**config.mk**
```make
export PLATFORM = sky130hd
export DESIGN_NAME = audio_i2s_tx
export DESIGN_NICKNAME = d
export VERILOG_FILES = /design/src/rtl/audio_i2s_tx.sv
export SDC_FILE = /design/constraint.sdc
export NUM_CORES = 1
export LEC_CHECK = 0
export CORE_ASPECT_RATIO = 0.7
export CORE_MARGIN = 2
export CORE_UTILIZATION = 38
export CTS_CLUSTER_DIAMETER = 60
export DETAILED_ROUTE_END_ITERATION = 10
export PLACE_DENSITY = 0.59
export SYNTH_ARGS = -nofsm -noshare
export SYNTH_HDL_FRONTEND = slang
export SYNTH_SLANG_ARGS = --single-unit
```
**constraint.sdc**
```tcl
create_clock -name clk -period 3.1 [get_ports clk]
set_input_delay 0.465 -clock clk [delete_from_list [all_inputs] [get_ports clk]]
set_output_delay 0.465 -clock clk [all_outputs]
set_load 0.01 [all_outputs]
```
**src/rtl/audio_i2s_tx.sv**
```systemverilog
`default_nettype none
// ============================================================================
//  Module      : audio_i2s_tx
//  Description : Philips I2S transmitter. Accepts stereo samples through a
//                valid/ready handshake into a one-frame holding register and
//                serialises them MSB first, one bit after the LRCK edge.
//  Revision    : 1.0 - initial release
// ============================================================================
module audio_i2s_tx #(
  parameter int SAMPLE_WIDTH = 16,
  parameter int SLOT_BITS    = 32,
  parameter int SCLK_DIV     = 4
) (
  input  logic                    clk,
  input  logic                    reset,
  input  logic [SAMPLE_WIDTH-1:0] sample_l,
  input  logic [SAMPLE_WIDTH-1:0] sample_r,
  input  logic                    sample_valid,
  output logic                    sample_ready,
  input  logic                    mute,
  output logic                    i2s_sclk,
  output logic                    i2s_lrck,
  output logic                    i2s_dac,
  output logic                    frame_start,
  output logic [15:0]             underflow_count
);

  localparam int c_FRAME_BITS = 2 * SLOT_BITS;
  localparam int c_BW         = $clog2(c_FRAME_BITS);
  localparam int c_DW         = $clog2(SCLK_DIV);

  localparam logic [c_DW-1:0] c_DIV_LAST = c_DW'(SCLK_DIV - 1);
  localparam logic [c_DW-1:0] c_DIV_HALF = c_DW'(SCLK_DIV / 2);
  localparam logic [c_BW-1:0] c_BIT_LAST = c_BW'(c_FRAME_BITS - 1);
  localparam logic [c_BW-1:0] c_SLOT     = c_BW'(SLOT_BITS);

  logic [c_DW-1:0]         r_div_cnt;
  logic [c_BW-1:0]         r_bit_cnt;
  logic                    r_hold_full;
  logic [SAMPLE_WIDTH-1:0] r_hold_l;
  logic [SAMPLE_WIDTH-1:0] r_hold_r;
  logic [SAMPLE_WIDTH-1:0] r_active_l;
  logic [SAMPLE_WIDTH-1:0] r_active_r;
  logic                    r_mute_q;

  logic                    w_div_wrap;
  logic [c_DW-1:0]         w_div_next;
  logic [c_BW-1:0]         w_bit_next;
  logic                    w_load;
  logic                    w_accept;
  logic                    w_next_right;
  logic [c_BW-1:0]         w_slot;
  logic [SAMPLE_WIDTH-1:0] w_word;
  logic                    w_dac_next;

  assign sample_ready = ~r_hold_full & ~reset;
  assign w_accept     = sample_valid & sample_ready;

  assign w_div_wrap   = (r_div_cnt == c_DIV_LAST);
  assign w_div_next   = w_div_wrap ? '0 : r_div_cnt + 1'b1;
  assign w_bit_next   = (r_bit_cnt == c_BIT_LAST) ? '0 : r_bit_cnt + 1'b1;
  // The frame boundary: last clk of the last bit of the frame.
  assign w_load       = w_div_wrap & (r_bit_cnt == c_BIT_LAST);

  // Serial bit for the slot position that bit_cnt is about to enter.
  always_comb begin
    w_dac_next   = 1'b0;
    w_next_right = (w_bit_next >= c_SLOT);
    w_slot       = w_next_right ? (w_bit_next - c_SLOT) : w_bit_next;
    w_word       = w_next_right ? r_active_r : r_active_l;
    // Slot bit s (1..SAMPLE_WIDTH) carries word bit SAMPLE_WIDTH-s; s==0 is the I2S delay bit.
    for (int i = 0; i < SAMPLE_WIDTH; i++) begin
      if (w_slot == c_BW'(SAMPLE_WIDTH - i)) begin
        w_dac_next = w_word[i];
      end
    end
    if (r_mute_q) begin
      w_dac_next = 1'b0;
    end
  end

  // Bit-clock divider, bit counter and the registered serial outputs.
  always_ff @(posedge clk or posedge reset) begin
    if (reset) begin
      r_div_cnt   <= '0;
      r_bit_cnt   <= '0;
      i2s_sclk    <= 1'b0;
      i2s_lrck    <= 1'b0;
      i2s_dac     <= 1'b0;
      frame_start <= 1'b0;
    end else begin
      r_div_cnt   <= w_div_next;
      i2s_sclk    <= (w_div_next >= c_DIV_HALF);
      frame_start <= w_load;
      if (w_div_wrap) begin
        r_bit_cnt <= w_bit_next;
        i2s_lrck  <= (w_bit_next >= c_SLOT);
        i2s_dac   <= w_dac_next;
      end
    end
  end

  // Holding register, frame load into the active pair, mute latch and underflow count.
  always_ff @(posedge clk or posedge reset) begin
    if (reset) begin
      r_hold_full     <= 1'b0;
      r_hold_l        <= '0;
      r_hold_r        <= '0;
      r_active_l      <= '0;
      r_active_r      <= '0;
      r_mute_q        <= 1'b0;
      underflow_count <= '0;
    end else begin
      // Accept needs an empty hold and a transfer needs a full one, so they never collide.
      if (w_accept) begin
        r_hold_l    <= sample_l;
        r_hold_r    <= sample_r;
        r_hold_full <= 1'b1;
      end else if (w_load && r_hold_full) begin
        r_hold_full <= 1'b0;
      end
      if (w_load) begin
        r_mute_q <= mute;
        if (r_hold_full) begin
          r_active_l <= r_hold_l;
          r_active_r <= r_hold_r;
        end else if (underflow_count != 16'hFFFF) begin
          underflow_count <= underflow_count + 16'd1;
        end
      end
    end
  end

endmodule
`default_nettype wire

```
==> impl_results.md <==
* CP Capture Type: flop
* Top-area cell type share of the netlist area at 0.528
* Kind of critical path: reg2reg
* Unrepaired setup endpoints after global routing: false
* Via Count at approximately 2.9k
* TritonCTS Buffers at 9
* Seq cells post-synth at 92
* Critical Path RT at 3.31 ns
* Min Tclk post-route at 2.83 ns
* Dpl hpwl at approximately 6.5 mm
* Pwr/cell area at roughly 550 nW/um^2
* Antenna violations before repair at 0
* Grt ovf at 0
* First-pass GRT wire length at about 15 mm
* Critical-path top delay cell: dfrtp_1
* Post-Syn Area per Cell at around 12 sq um
* Syn_nets at ~400
* Setup TNS at 0 ns
* Routed Antenna Nets at 0
* Die height at 93.6 um
* Rows at 32
* Nets at 447
* Synth Flop Type: dfrtp_1
* GR Util met2 at 0.224
* Finished layout cell area at approximately 5300 sq um
* Worst slew margin at 0.591
* Post_cts resized at 0
* Met1 usage at 0.241
* GR Layer Usage met3 at 0.0444
* Gr usage total at 0.161
* Clock slew at the register clock pins of the worst setup and hold paths at ~0.070 ns
* Synth top area cells: dfrtp_1 53%, mux2_2 18%, mux2i_1 2.3%
* Initial core utilization at 0.393
* Number of synthesized flops with an enable pin at 0
* Average wire per standard cell at roughly 16 um
* Pleak at around 2.3 nW
* Share of post-route cells with drive strength above 1 at 0.252
* Arrival time worst endpoint at 3.04 ns
* Mapped Area at 4360 sq um
* I/O pin count at 57
* Max Buffers Root-to-Sink at 2
* Most Crowded Layer GR: met1
* Drt total wl at between 9 and 10 mm
* Period utilization at 0.912
* RePlAce Congestion at about 0.89
* Largest net degree at the start of global routing at between 90 and 100
* CTS H-tree lvls at 3
* Die Wd at ~130 um
* CTS Root Buffer Type: clkbuf_16
* Sequential area share after synthesis at 0.528
* Post-CTS Setup Bufs at 0
* Mapped Cells at 350
* Crit-path max cell delay at around 0.57 ns
* Crit path launch type: flop
* Final setup violation count at 0
* Library cells used by synthesis at 54
* Fmax at 0.354 GHz
* Latest clock arrival within the worst-skew pair at 0.34 ns
* Full die area at 12,400 sq um
* CP cell instances: ha_1 -> a21oi_1 -> o21a_1 -> nor2_2 -> mux2_2 -> a21oi_1 -> nand4_1 -> a31oi_1 -> o21ai_1
* DP Area at 5030 sq um
* Crit Path Max Fanout at 12
* Peak VDD IR at 0.000334 V
* Clk sinks at 92
* Initial DRT Pass Iterations at 4
* Layout area overhead at 22.3%
* Pins over their slew limit at 0
* Drt drc at 0
* Final hold vios at 0
* Ys async rst share at 1.00
* Core Area at about 11,000 sq um
* Vias in the first global route at ~2.9k
* CTS tree: done
* Tightest Pin Transition at between 0.6 and 0.7 ns
* Hold Crit Class: reg2reg
* Maxcap violations at 0
* Post-CTS Hold Fix Bufs at 0
* Initial DRC Count at between 100 and 150
* Port Buffers at 56
* Cell taking the most area after synthesis: dfrtp_1
* Antenna diodes at 0
* DR vias/cell at a little over 5
* Crit path top cell by count: a21oi_1
* Filler cells at 1,002
* Outcome: completed
* Layout Skew at between 0.008 and 0.009 ns
* Yosys synthesis warning count at 0
-- area by class of cell --
class / count / area [sq um] / share of cell area
tap: 153 / 191 / 0.0359
multi-input combinational: 232 / 1900 / 0.357
clock buffer: 9 / 225 / 0.0423
sequential: 92 / 2300 / 0.432
inverter: 10 / 38.8 / 0.00728
timing repair buffer: 59 / 596 / 0.112
clock inverter: 6 / 71.3 / 0.0134
-- critical path, delay by kind of cell, from the launching register on --
kind,cells,cell delay [ns]
AO/OA/AOI/OAI,5,0.94
adder cells (fa/ha/maj),1,0.48
flip-flops,1,0.57
multiplexers,1,0.37
AND/OR/NAND/NOR,2,0.32
-- logic make-up (layout without fill, tap and decap cells) --
| group | count (synthesis) | count (layout) | share of synthesized area |
|---|---|---|---|
| buffers and inverters | 26 | 84 | 0.0350 |
| muxes | 81 | 81 | 0.206 |
| adders and majority gates | 7 | 7 | 0.0201 |
| and+or+nand+nor | 84 | 84 | 0.103 |
| DFF | 92 | 92 | 0.528 |
| xor gates and xnor gates | 18 | 18 | 0.0405 |
| AOI/OAI and AO/OA | 42 | 42 | 0.0663 |
-- final timing paths --
path	startpoint	endpoint	slack (ns)	cells past startpoint
max in group asynchronous	reset	r_hold_r[6]	2.14	3
worst max-delay path	r_bit_cnt[1]	i2s_dac	0.27	9
min in group asynchronous	reset	underflow_count[3]	0.56	3
worst min register to register	r_div_cnt[0]	r_div_cnt[0]	0.43	1
worst min-delay path	r_div_cnt[0]	r_div_cnt[0]	0.43	1
worst max register to register	r_bit_cnt[1]	i2s_dac	0.27	9
-- layout by cell type, fill, tap and decap left out, drive strengths merged, types with 3 or more instances in the layout --
cell type	count
dfrtp	92
clkbuf	9
and3	3
nor3	7
inv	12
nand3	14
ha	7
and2	4
nor2	17
a21oi	8
nand2	24
mux2	71
mux2i	10
o21ai	12
buf	3
and4	3
clkdlybuf4s50	56
or3	3
xnor2	12
xor2	6
nand4	4
-- cell usage after synthesis, types with 3 or more instances --
master	count
nand3_1	11
clkbuf_1	5
a21oi_1	8
inv_1	10
buf_6	4
and4_1	3
ha_1	7
nand4_1	4
o21ai_0	10
xor2_1	6
nor3_1	7
nand2_1	21
mux2i_1	10
xnor2_1	11
and2_1	4
and3_1	3
nor2_1	16
mux2_2	71
dfrtp_1	92
buf_1	3
-- metal layers --
metal  up-vias  wire length [um]
li1       1368                 -
met4         0                79
met5         -                 0
met1      1415              4520
met2        78              3930
met3         8               570
-- state kept, by name, indices dropped and copies added (netlist names) --
signal           count
frame_start          1
i2s_dac              1
i2s_lrck             1
i2s_sclk             1
r_active_l          16
r_active_r          16
r_bit_cnt            5
r_div_cnt            1
r_hold_full          1
r_hold_l            16
r_hold_r            16
r_mute_q             1
underflow_count     16
-- power by group --
part	switching (W)	internal (W)
sequential	0.000119	0.00142
clock	0.000460	0.000628
combinational	0.0000859	0.000206
-- metrics by stage --
step	setup WS, ns	std cells	hold WS (ns)	utilization	power [W]
4_1_cts	0.355	561	0.431	0.480	0.00297
3_3_place_gp	0.436	546	0.414	0.454	0.00184
2_1_floorplan	0.243	350	0.401	-	0.00173
6_report	0.273	561	0.431	0.480	0.00291
5_1_grt	0.157	561	0.471	0.480	0.00307
3_5_place_dp	0.372	546	0.417	0.454	0.00186
(Power assumes the default switching activity.)
